## src/rtl/input_buffer_ctrl.sv

```systemverilog
// Sequencer for the 3-row zero-padded line buffer feeding the 3x3 conv engine.
// Streams the padded image out of sync RAM in raster order. The first three rows
// fill the buffer, and each later row is loaded after a shift. Each complete
// window is handed to the conv engine with a start/done handshake.
module input_buffer_ctrl #(
    parameter int unsigned PIXEL_WIDTH     = 8,
    parameter int unsigned ADDR_WIDTH      = 18,
    parameter int unsigned ZP_IMAGE_WIDTH  = 482,
    parameter int unsigned ZP_IMAGE_HEIGHT = 362,
    parameter int unsigned BUFFER_WIDTH    = 3
) (
    input  logic                  i_clk,
    input  logic                  i_nrst,
    input  logic                  i_start,
    output logic [ADDR_WIDTH-1:0] o_mem_addr,
    output logic                  o_mem_rd_en,
    output logic [ADDR_WIDTH-1:0] o_buf_addr,
    output logic                  o_buf_en,
    output logic                  o_buf_shift,
    output logic                  o_conv_start,
    input  logic                  i_conv_done,
    output logic [8:0]            o_row_idx,
    output logic                  o_busy,
    output logic                  o_done
);

    localparam int unsigned ROW_IDX_WIDTH = 9;

    localparam logic [2:0] S_IDLE       = 3'd0;
    localparam logic [2:0] S_FILL       = 3'd1;
    localparam logic [2:0] S_DRAIN      = 3'd2;
    localparam logic [2:0] S_CONV_START = 3'd3;
    localparam logic [2:0] S_CONV_WAIT  = 3'd4;
    localparam logic [2:0] S_SHIFT      = 3'd5;
    localparam logic [2:0] S_LOAD       = 3'd6;
    localparam logic [2:0] S_FINISH     = 3'd7;

    localparam logic [ADDR_WIDTH-1:0]    ROW_STEP = ADDR_WIDTH'(ZP_IMAGE_WIDTH);
    localparam logic [ADDR_WIDTH-1:0]    FILL_END = ADDR_WIDTH'(BUFFER_WIDTH * ZP_IMAGE_WIDTH - 1);
    localparam logic [ROW_IDX_WIDTH-1:0] LAST_WIN = ROW_IDX_WIDTH'(ZP_IMAGE_HEIGHT - 3);

    // Reject parameter sets the sequencing cannot support
    if (BUFFER_WIDTH != 3 || PIXEL_WIDTH == 0 || ZP_IMAGE_HEIGHT < 3) begin : g_bad_params
        $error("input_buffer_ctrl: unsupported parameter set");
    end

    logic [2:0]               state_q;
    logic [2:0]               state_d;
    logic [ADDR_WIDTH-1:0]    row_end_q;
    logic [ADDR_WIDTH-1:0]    row_end_d;
    logic [ADDR_WIDTH-1:0]    mem_addr_d;
    logic                     rd_en_d;
    logic                     shift_d;
    logic                     conv_start_d;
    logic [ROW_IDX_WIDTH-1:0] row_idx_d;
    logic                     busy_d;
    logic                     done_d;

    // Next-state and next-output decode; outputs are registered below
    always_comb begin
        state_d      = state_q;
        row_end_d    = row_end_q;
        mem_addr_d   = o_mem_addr;
        rd_en_d      = 1'b0;
        row_idx_d    = o_row_idx;
        conv_start_d = 1'b0;

        case (state_q)
            S_IDLE: begin
                if (i_start) begin
                    state_d    = S_FILL;
                    mem_addr_d = '0;
                    rd_en_d    = 1'b1;
                    row_end_d  = FILL_END;
                    row_idx_d  = '0;
                end
            end
            // Addresses run consecutively across the whole image, so the
            // read address only ever increments; row_end marks the stop point.
            S_FILL, S_LOAD: begin
                if (o_mem_addr == row_end_q) begin
                    state_d = S_DRAIN;
                end else begin
                    mem_addr_d = o_mem_addr + ADDR_WIDTH'(1);
                    rd_en_d    = 1'b1;
                end
            end
            S_DRAIN: begin
                state_d = S_CONV_START;
            end
            // The pulse is registered from this state, landing two cycles after
            // the final buffer write so the window is settled when sampled.
            S_CONV_START: begin
                state_d      = S_CONV_WAIT;
                conv_start_d = 1'b1;
            end
            // A done coincident with the start pulse belongs to no window yet
            S_CONV_WAIT: begin
                if (i_conv_done && !o_conv_start) begin
                    state_d = (o_row_idx == LAST_WIN) ? S_FINISH : S_SHIFT;
                end
            end
            S_SHIFT: begin
                state_d    = S_LOAD;
                mem_addr_d = o_mem_addr + ADDR_WIDTH'(1);
                rd_en_d    = 1'b1;
                row_end_d  = row_end_q + ROW_STEP;
                row_idx_d  = o_row_idx + ROW_IDX_WIDTH'(1);
            end
            S_FINISH: begin
                state_d = S_IDLE;
            end
            default: begin
                state_d = S_IDLE;
            end
        endcase

        shift_d = (state_d == S_SHIFT);
        done_d  = (state_d == S_FINISH);
        busy_d  = (state_d != S_IDLE);
    end

    // State, counters and registered outputs
    always_ff @(posedge i_clk or negedge i_nrst) begin
        if (!i_nrst) begin
            state_q      <= S_IDLE;
            row_end_q    <= '0;
            o_mem_addr   <= '0;
            o_mem_rd_en  <= 1'b0;
            o_buf_addr   <= '0;
            o_buf_en     <= 1'b0;
            o_buf_shift  <= 1'b0;
            o_conv_start <= 1'b0;
            o_row_idx    <= '0;
            o_busy       <= 1'b0;
            o_done       <= 1'b0;
        end else begin
            state_q      <= state_d;
            row_end_q    <= row_end_d;
            o_mem_addr   <= mem_addr_d;
            o_mem_rd_en  <= rd_en_d;
            o_buf_addr   <= o_mem_addr;
            o_buf_en     <= o_mem_rd_en;
            o_buf_shift  <= shift_d;
            o_conv_start <= conv_start_d;
            o_row_idx    <= row_idx_d;
            o_busy       <= busy_d;
            o_done       <= done_d;
        end
    end

endmodule

```

## config.mk

```make
export PLATFORM = sky130hd
export DESIGN_NAME = input_buffer_ctrl
export DESIGN_NICKNAME = d
export VERILOG_FILES = /design/src/rtl/input_buffer_ctrl.sv
export SDC_FILE = /design/constraint.sdc
export NUM_CORES = 1
export LEC_CHECK = 0
export CAP_MARGIN = 20
export CORE_MARGIN = 5
export CORE_UTILIZATION = 48
export CTS_CLUSTER_DIAMETER = 50
export CTS_CLUSTER_SIZE = 40
export DETAILED_ROUTE_END_ITERATION = 10
export PLACE_DENSITY = 0.76
export SYNTH_ARGS = -nofsm -noshare
export SYNTH_HDL_FRONTEND = slang
export SYNTH_SLANG_ARGS = --single-unit
```

## constraint.sdc

```tcl
create_clock -name i_clk -period 2.1 [get_ports i_clk]
set_input_delay 0.42 -clock i_clk [delete_from_list [all_inputs] [get_ports i_clk]]
set_output_delay 0.42 -clock i_clk [all_outputs]
set_load 0.005 [all_outputs]
```

==> impl_metrics.json <==
{
  "drive_gt1_frac": 0.1570,
  "synth_top_area_frac": 0.5335,
  "nFillCells": 544,
  "yosysUniqueCellTypes": 43,
  "path_class": "in2reg",
  "place_area_sq_mm": 0.004270,
  "num-nets-final": 435,
  "grt_max_degree": 73,
  "vdd_drop_max_mv": 0.5036,
  "routed_via_density": 5.641,
  "slew_violations": 0,
  "hold_viol_final": 0,
  "finalCritPeriodShare": 0.9873,
  "first_global_vias": 2911,
  "yosysWarnings": 0,
  "yosysTopAreaCell": "dfrtp_1",
  "fin_area_sq_mm": 0.004493,
  "die_h_um": 93.88,
  "ys_seq_area_frac": 0.5335,
  "layout.cells.non_filler": 529,
  "die_area_sq_mm": 0.008813,
  "layout_min_cycle_time_ns": 2.073,
  "dp_hpwl_um": 5777,
  "port_buffers": 54,
  "grt_antenna_before_repair": 0,
  "status": "finished, final reports clean",
  "max_clock_freq_ghz": 0.4823,
  "wire_per_inst_um": 15.56,
  "rows": 30,
  "first_iter_violations": 147,
  "ys_ff_latch": 72,
  "io_pins": 55,
  "cp_slowest_cell": "or4b_4",
  "start_kind": "primary input",
  "wl_um": 8233,
  "crit_chain": "clkdlybuf4s50_1 > or4b_4 > nand2_4 > nor3_1 > and2_4 > or4_1 > a21oi_1",
  "fin_util": 0.6577,
  "syn-cell-area_sq_mm": 0.003377,
  "met1_usage": 0.2759,
  "drtPass1Iterations": 4,
  "grt_pass1_wl_um": 14100,
  "top_usage_layer": "met2",
  "ctsHoldBuffers": 0,
  "relSlewSlack": 0.5321,
  "use_met3": 0.05929,
  "rsz0062_at_grt": "yes",
  "cts-htree-levels": 3,
  "die-width_um": 93.88,
  "clk_pin_slew_ns": 0.08,
  "cp-end-kind": "flop",
  "slowest_delay_ns": 0.48,
  "netlist_instances": 342,
  "ant_nets": 0,
  "place_ws_ns": -0.3633,
  "syn_avg_cell_area_sq_um": 9.874,
  "fin_hold_ws_ns": 0.06926,
  "core_sq_mm": 0.006832,
  "finalSetupTns_ns": 0,
  "hp-class": "in2async",
  "cts-root-buf": "clkbuf_8",
  "gp_congestion": 0.8609,
  "startpoint": "i_start",
  "overflow": 0,
  "clk_latency_ns": 0.35,
  "worst_pin_slew_ns": 0.6992,
  "grt_use_met2": 0.3081,
  "cts_buffers": 9,
  "vias": 2984,
  "placed_cells": 513,
  "synth.area.top_cells": "dfrtp_1 (53%), nand2_1 (5.8%), xnor2_1 (5.2%)",
  "cts_setup_buffers": 0,
  "grtUsageTotal": 0.2026,
  "layout_commonest_cell": "dfrtp_1",
  "worst_slack_ns": 0.02667,
  "clockBufferDepth": 2,
  "critPathArrivalTime_ns": 2.34,
  "path_max_fanout": 12,
  "syn-num-nets": 349,
  "total_power_mw": 5.146,
  "cap_violations": 0,
  "antenna_cells": 0,
  "cp_data_required_time_ns": 2.37,
  "synthToLayoutAreaGrowth_pct": 33.05,
  "layout_common_cells": "dfrtp_1 (71), clkdlybuf4s50_1 (53), nand2_1 (52), buf_4 (37), o21ai_0 (22)",
  "start_util": 0.4943,
  "cts_tree": "done",
  "power_density_mw_per_mm2": 1145,
  "numClockSinks": 72,
  "drcViolationCount": 0,
  "finClkSkew_ns": 0.009301,
  "r2r_start": "state_q[0]",
  "p_leak_nw": 1.918,
  "finalSetupViolCount": 0
}
[per-layer routing]
metal / up-vias / wire length [um]
met5: - / 0
met4: 0 / 165
met3: 14 / 553
met2: 115 / 3905
met1: 1447 / 3609
li1: 1408 / -
[worst paths after layout]
kind                                  endpoint  slack (ns)  cells past startpoint
worst min register to register        o_buf_en        0.38                      0
worst max-delay path             o_mem_addr[5]        0.03                      7
min in group i_clk                    o_buf_en        0.38                      0
max in group asynchronous        o_mem_addr[0]        1.68                      2
worst min-delay path            o_buf_addr[14]        0.07                      2
worst max register to register   o_mem_addr[5]        0.10                      6
[registers in the layout (all words and copies together), names as in the netlist]
name / cells
o_mem_rd_en: 1
o_buf_en: 1
o_row_idx: 9
o_done: 1
o_buf_shift: 1
o_conv_start: 1
state_q: 3
o_buf_addr: 18
o_busy: 1
o_mem_addr: 18
row_end_q: 18
[power by group]
group	switching [mW]	total (mW)	internal [mW]	leakage, nW
combinational	1.03	2.04	1.01	0.875
sequential	0.342	2.02	1.68	0.944
clock	0.510	1.09	0.579	0.0993
total	1.88	5.15	3.27	1.92
[cell usage after synthesis]
| master | instances |
|---|---|
| a31o_2 | 2 |
| nor4b_2 | 1 |
| nand4b_1 | 1 |
| dfrtp_1 | 72 |
| or4_1 | 6 |
| and4_1 | 2 |
| nor4_1 | 4 |
| buf_6 | 1 |
| and2_1 | 2 |
| o31ai_1 | 15 |
| o21ai_0 | 22 |
| nand2_4 | 1 |
| xor2_1 | 3 |
| a31oi_1 | 6 |
| a21oi_1 | 11 |
| clkbuf_1 | 13 |
| or4b_1 | 1 |
| nor3_1 | 8 |
| nand4_1 | 11 |
| nand3_1 | 20 |
| xnor2_1 | 20 |
| o221ai_1 | 1 |
| nor2b_1 | 3 |
| nor2_1 | 21 |
| nand2b_1 | 4 |
| a21o_1 | 1 |
| a22o_1 | 1 |
| nand2_1 | 52 |
| and3_1 | 6 |
| or2_2 | 1 |
| o22ai_1 | 1 |
| buf_2 | 4 |
| o41ai_1 | 5 |
| o211ai_1 | 3 |
| o22a_1 | 1 |
| a211o_1 | 1 |
| mux2i_1 | 5 |
| ha_1 | 3 |
| nand3b_1 | 1 |
| nor3b_1 | 1 |
| and2_4 | 1 |
| o21a_1 | 1 |
| inv_1 | 3 |
[kinds of logic (layout without fill, tap and decap cells)]
logic type / Yosys count / after routing / share of synthesized area
simple gates: 147 / 147 / 0.2190
flops: 72 / 72 / 0.5335
compound gates: 71 / 71 / 0.1349
xor+xnor: 23 / 23 / 0.05965
buf+inv: 21 / 112 / 0.02705
mux: 5 / 5 / 0.01482
fa+ha+maj: 3 / 3 / 0.01112
[worst max-delay path, delay by kind of cell]
| kind | cells | cell delay, ns |
|---|---|---|
| AND/OR/NAND/NOR | 5 | 1.28 |
| buffers and inverters | 1 | 0.47 |
| AO/OA/AOI/OAI | 1 | 0.15 |
[timing repair]
action,CTS,global route
setup endpoints to repair,1,10
endpoints found under the hold margin,0,0
gates resized for setup,1,6
pin swaps,0,1
[final cells by class]
| cell class | instances | area [sq um] | area share |
|---|---|---|---|
| clock buffer | 11 | 141.4 | 0.03147 |
| clock inverter | 5 | 56.30 | 0.01253 |
| timing repair buffer | 93 | 853.3 | 0.1899 |
| sequential | 72 | 1803 | 0.4013 |
| tap | 96 | 120.1 | 0.02673 |
| inverter | 3 | 11.26 | 0.002506 |
| multi-input combinational | 249 | 1508 | 0.3356 |
(Power assumes the default switching activity.)
==> edit, RTL diff (config.mk and constraints unchanged) <==
Add an input register stage for `i_start` and `i_conv_done`, with the module's reset; this delays them by one clock.
--- a/src/rtl/input_buffer_ctrl.sv
+++ b/src/rtl/input_buffer_ctrl.sv
@@ -41,2 +41,15 @@
 
+    logic i_start_q;
+    logic i_conv_done_q;
+
+    always_ff @(posedge i_clk or negedge i_nrst) begin
+        if (!i_nrst) begin
+            i_start_q     <= '0;
+            i_conv_done_q <= '0;
+        end else begin
+            i_start_q     <= i_start;
+            i_conv_done_q <= i_conv_done;
+        end
+    end
+
     // Reject parameter sets the sequencing cannot support
@@ -69,3 +82,3 @@
             S_IDLE: begin
-                if (i_start) begin
+                if (i_start_q) begin
                     state_d    = S_FILL;
@@ -98,3 +111,3 @@
             S_CONV_WAIT: begin
-                if (i_conv_done && !o_conv_start) begin
+                if (i_conv_done_q && !o_conv_start) begin
                     state_d = (o_row_idx == LAST_WIN) ? S_FINISH : S_SHIFT;
Check against the original RTL: not equivalent (Yosys sat finds a counterexample within 4 cycles, from zero or initial values and one cycle with i_nrst low).
==> edit against the unedited design <==
Count of clock-buffer cells in the layout is 1 lower; routed wire length up 0.57%; global-route usage is 0.85 points lower; total power is 10% lower; largest cell class unchanged; critical endpoint is now o_mem_addr[15]; synthesized area rose by 1.5%; critical path type is now reg -> reg; sequential cell count increased by 2; final area down 0.25%; worst setup slack better by 0.046 ns; highest routed layer unchanged.
==> edit: results (changes against the unedited design) <==
status:
  outcome: "completed"
route:
  vias: 2951  # -1.1%
  first_iter_violations: 177  # +20%
  wl_per_cell_microns: 15.8  # +1.5%
  post_drt_via_cell_ratio: 5.63  # -0.16%
power:
  power.ir.vdd_worst_mv: 0.452  # -10%
  power.static_leakage_nw: 1.88  # -1.8%
  switching_share_pct: 36.1  # -0.46 points
synth:
  syn_nets: 351  # +0.57%
  synth_cell_types: 43  # unchanged
  synthesis.area_per_instance_sq_um: 9.96  # +0.89%
  yosysSeqAreaShare_pct: 54.0  # +0.68 points
  synth_top_cells_by_count: "74 x sky130_fd_sc_hd__dfrtp_1, 52 x sky130_fd_sc_hd__nand2_1, 22 x sky130_fd_sc_hd__o21ai_0"
  synthTopCellsByArea: "sky130_fd_sc_hd__dfrtp_1 54%, sky130_fd_sc_hd__nand2_1 5.7%, sky130_fd_sc_hd__xnor2_1 5.1%, sky130_fd_sc_hd__o31ai_1 3.3%, sky130_fd_sc_hd__o21ai_0 3.2%"
place:
  post-place-cells: 506  # -1.4%
  dp_worst_setup_slack_ns: -0.0356  # +0.328 ns
  place.gp.congestion: 0.877  # +1.9%
  placedInstanceArea_sq_um: 4240  # -0.70%
  place.detailed.hpwl_microns: 5660  # -2.0%
clocking:
  insertion_delay_ns: 0.35  # about the same
  cts_made_buffers: 9  # unchanged
  cts.root.buffer_cell: "sky130_fd_sc_hd__clkbuf_8"
  cts-htree-levels: 3  # unchanged
  cts-root-to-sink-buffers: 2  # unchanged
cells_and_area:
  post_route_cells_drive_above_1_share_pct: 14.5  # -1.2 points
  final.fill_count: 563  # +3.5%
  final_net_count: 430  # -1.1%
critical_path:
  critical_path.max_stage_delay_ns: 0.57  # +0.09 ns
  cp_startpoint: "state_q[2]"
  path_max_fanout: 10  # -2
  cp_arrival_ns: 2.30  # -0.04 ns
grt:
  initial_antenna_violation_count: 0  # unchanged
  grt.overflow.total: 0  # unchanged
  grt_util_all_layers_pct: 19.4  # -0.85 points
  grt_first_pass_wirelength_microns: 13600  # -3.6%
  grt_max_degree: 75  # +2.7%
  via_count_of_the_first_global_routing_pass: 2880  # -1.1%
sta:
  max_slew.worst_pin.slew_ns: 0.540  # -0.159 ns
  skew_ns: 0.0110  # +0.00171 ns
min_path:
  min_path_type: "in -> async"
==> edit: final timing paths <==
path,depth (start not counted),endpoint,slack [ns]
min reg2reg,0,o_buf_en,0.38
min in group i_clk,0,o_buf_en,0.38
max,6,o_mem_addr[15],0.07
min,2,o_buf_addr[13],0.08
max reg2reg,6,o_mem_addr[15],0.07
max in group asynchronous,2,o_mem_addr[0],1.71
==> edit: what timing repair did <==
action	CTS	global route
setup buffers	0	1
resized for setup	1	6
gates cloned	0	1
pin swaps	0	1
setup endpoints to repair	3	6
hold buffers	0	0
==> edit: cells by family (layout without fill, tap and decap cells) <==
| group | Yosys count | after routing | synth area share [%] |
|---|---|---|---|
| AO/OA/AOI/OAI | 71 | 71 | 13.3 |
| AND/OR/NAND/NOR | 147 | 148 | 21.6 |
| buffers and inverters | 21 | 104 | 2.67 |
| adder cells (fa/ha/maj) | 3 | 3 | 1.10 |
| flip-flops | 74 | 74 | 54.0 |
| multiplexers | 5 | 5 | 1.46 |
| XOR/XNOR | 23 | 23 | 5.88 |
==> edit: final cells by class <==
class	instances	area, sq um	share of cell area, %
Multi-Input combinational cell	250	1510	33.8
Clock buffer	10	138	3.07
Clock inverter	6	66.3	1.48
Inverter	3	11.3	0.251
Tap cell	96	120	2.68
Timing Repair Buffer	85	781	17.4
Sequential cell	74	1850	41.3
==> edit: power groups by stage <==
| stage | Clock (mW) | Sequential (mW) | Combinational [mW] |
|---|---|---|---|
| floorplan | 0 | 1.88 | 0.886 |
| global placement | 0 | 1.91 | 1.53 |
| detailed placement | 0 | 1.92 | 1.55 |
| CTS | 1.14 | 1.90 | 1.57 |
| global route | 1.20 | 1.94 | 1.77 |
| finish | 1.13 | 1.90 | 1.59 |
==> edit: through the flow <==
| step | setup TNS [ns] | util [%] |
|---|---|---|
| 3_3_place_gp | 0 | 61.7 |
| 3_5_place_dp | -0.0410 | 61.7 |
| 4_1_cts | 0 | 64.8 |
| 5_1_grt | -0.00902 | 65.2 |
| 6_report | 0 | 65.2 |
| 2_1_floorplan | 0 | - |
==> edit: metal layers <==
metal / GRT usage (%) / wire, microns
met2: 31.1 / 3910
met5: 0 / 0
met4: 7.45 / 140
met1: 25.5 / 3680
met3: 4.86 / 547
==> edit: worst register-to-register path, cell delays in order, from the launching register on <==
cell and delay, ns:
sky130_fd_sc_hd__dfrtp_1 0.39, sky130_fd_sc_hd__or4b_4 0.57, sky130_fd_sc_hd__nand2_4 0.10, sky130_fd_sc_hd__nor3_2 0.06, sky130_fd_sc_hd__and2_4 0.17, sky130_fd_sc_hd__or4_1 0.51, sky130_fd_sc_hd__a21oi_2 0.16
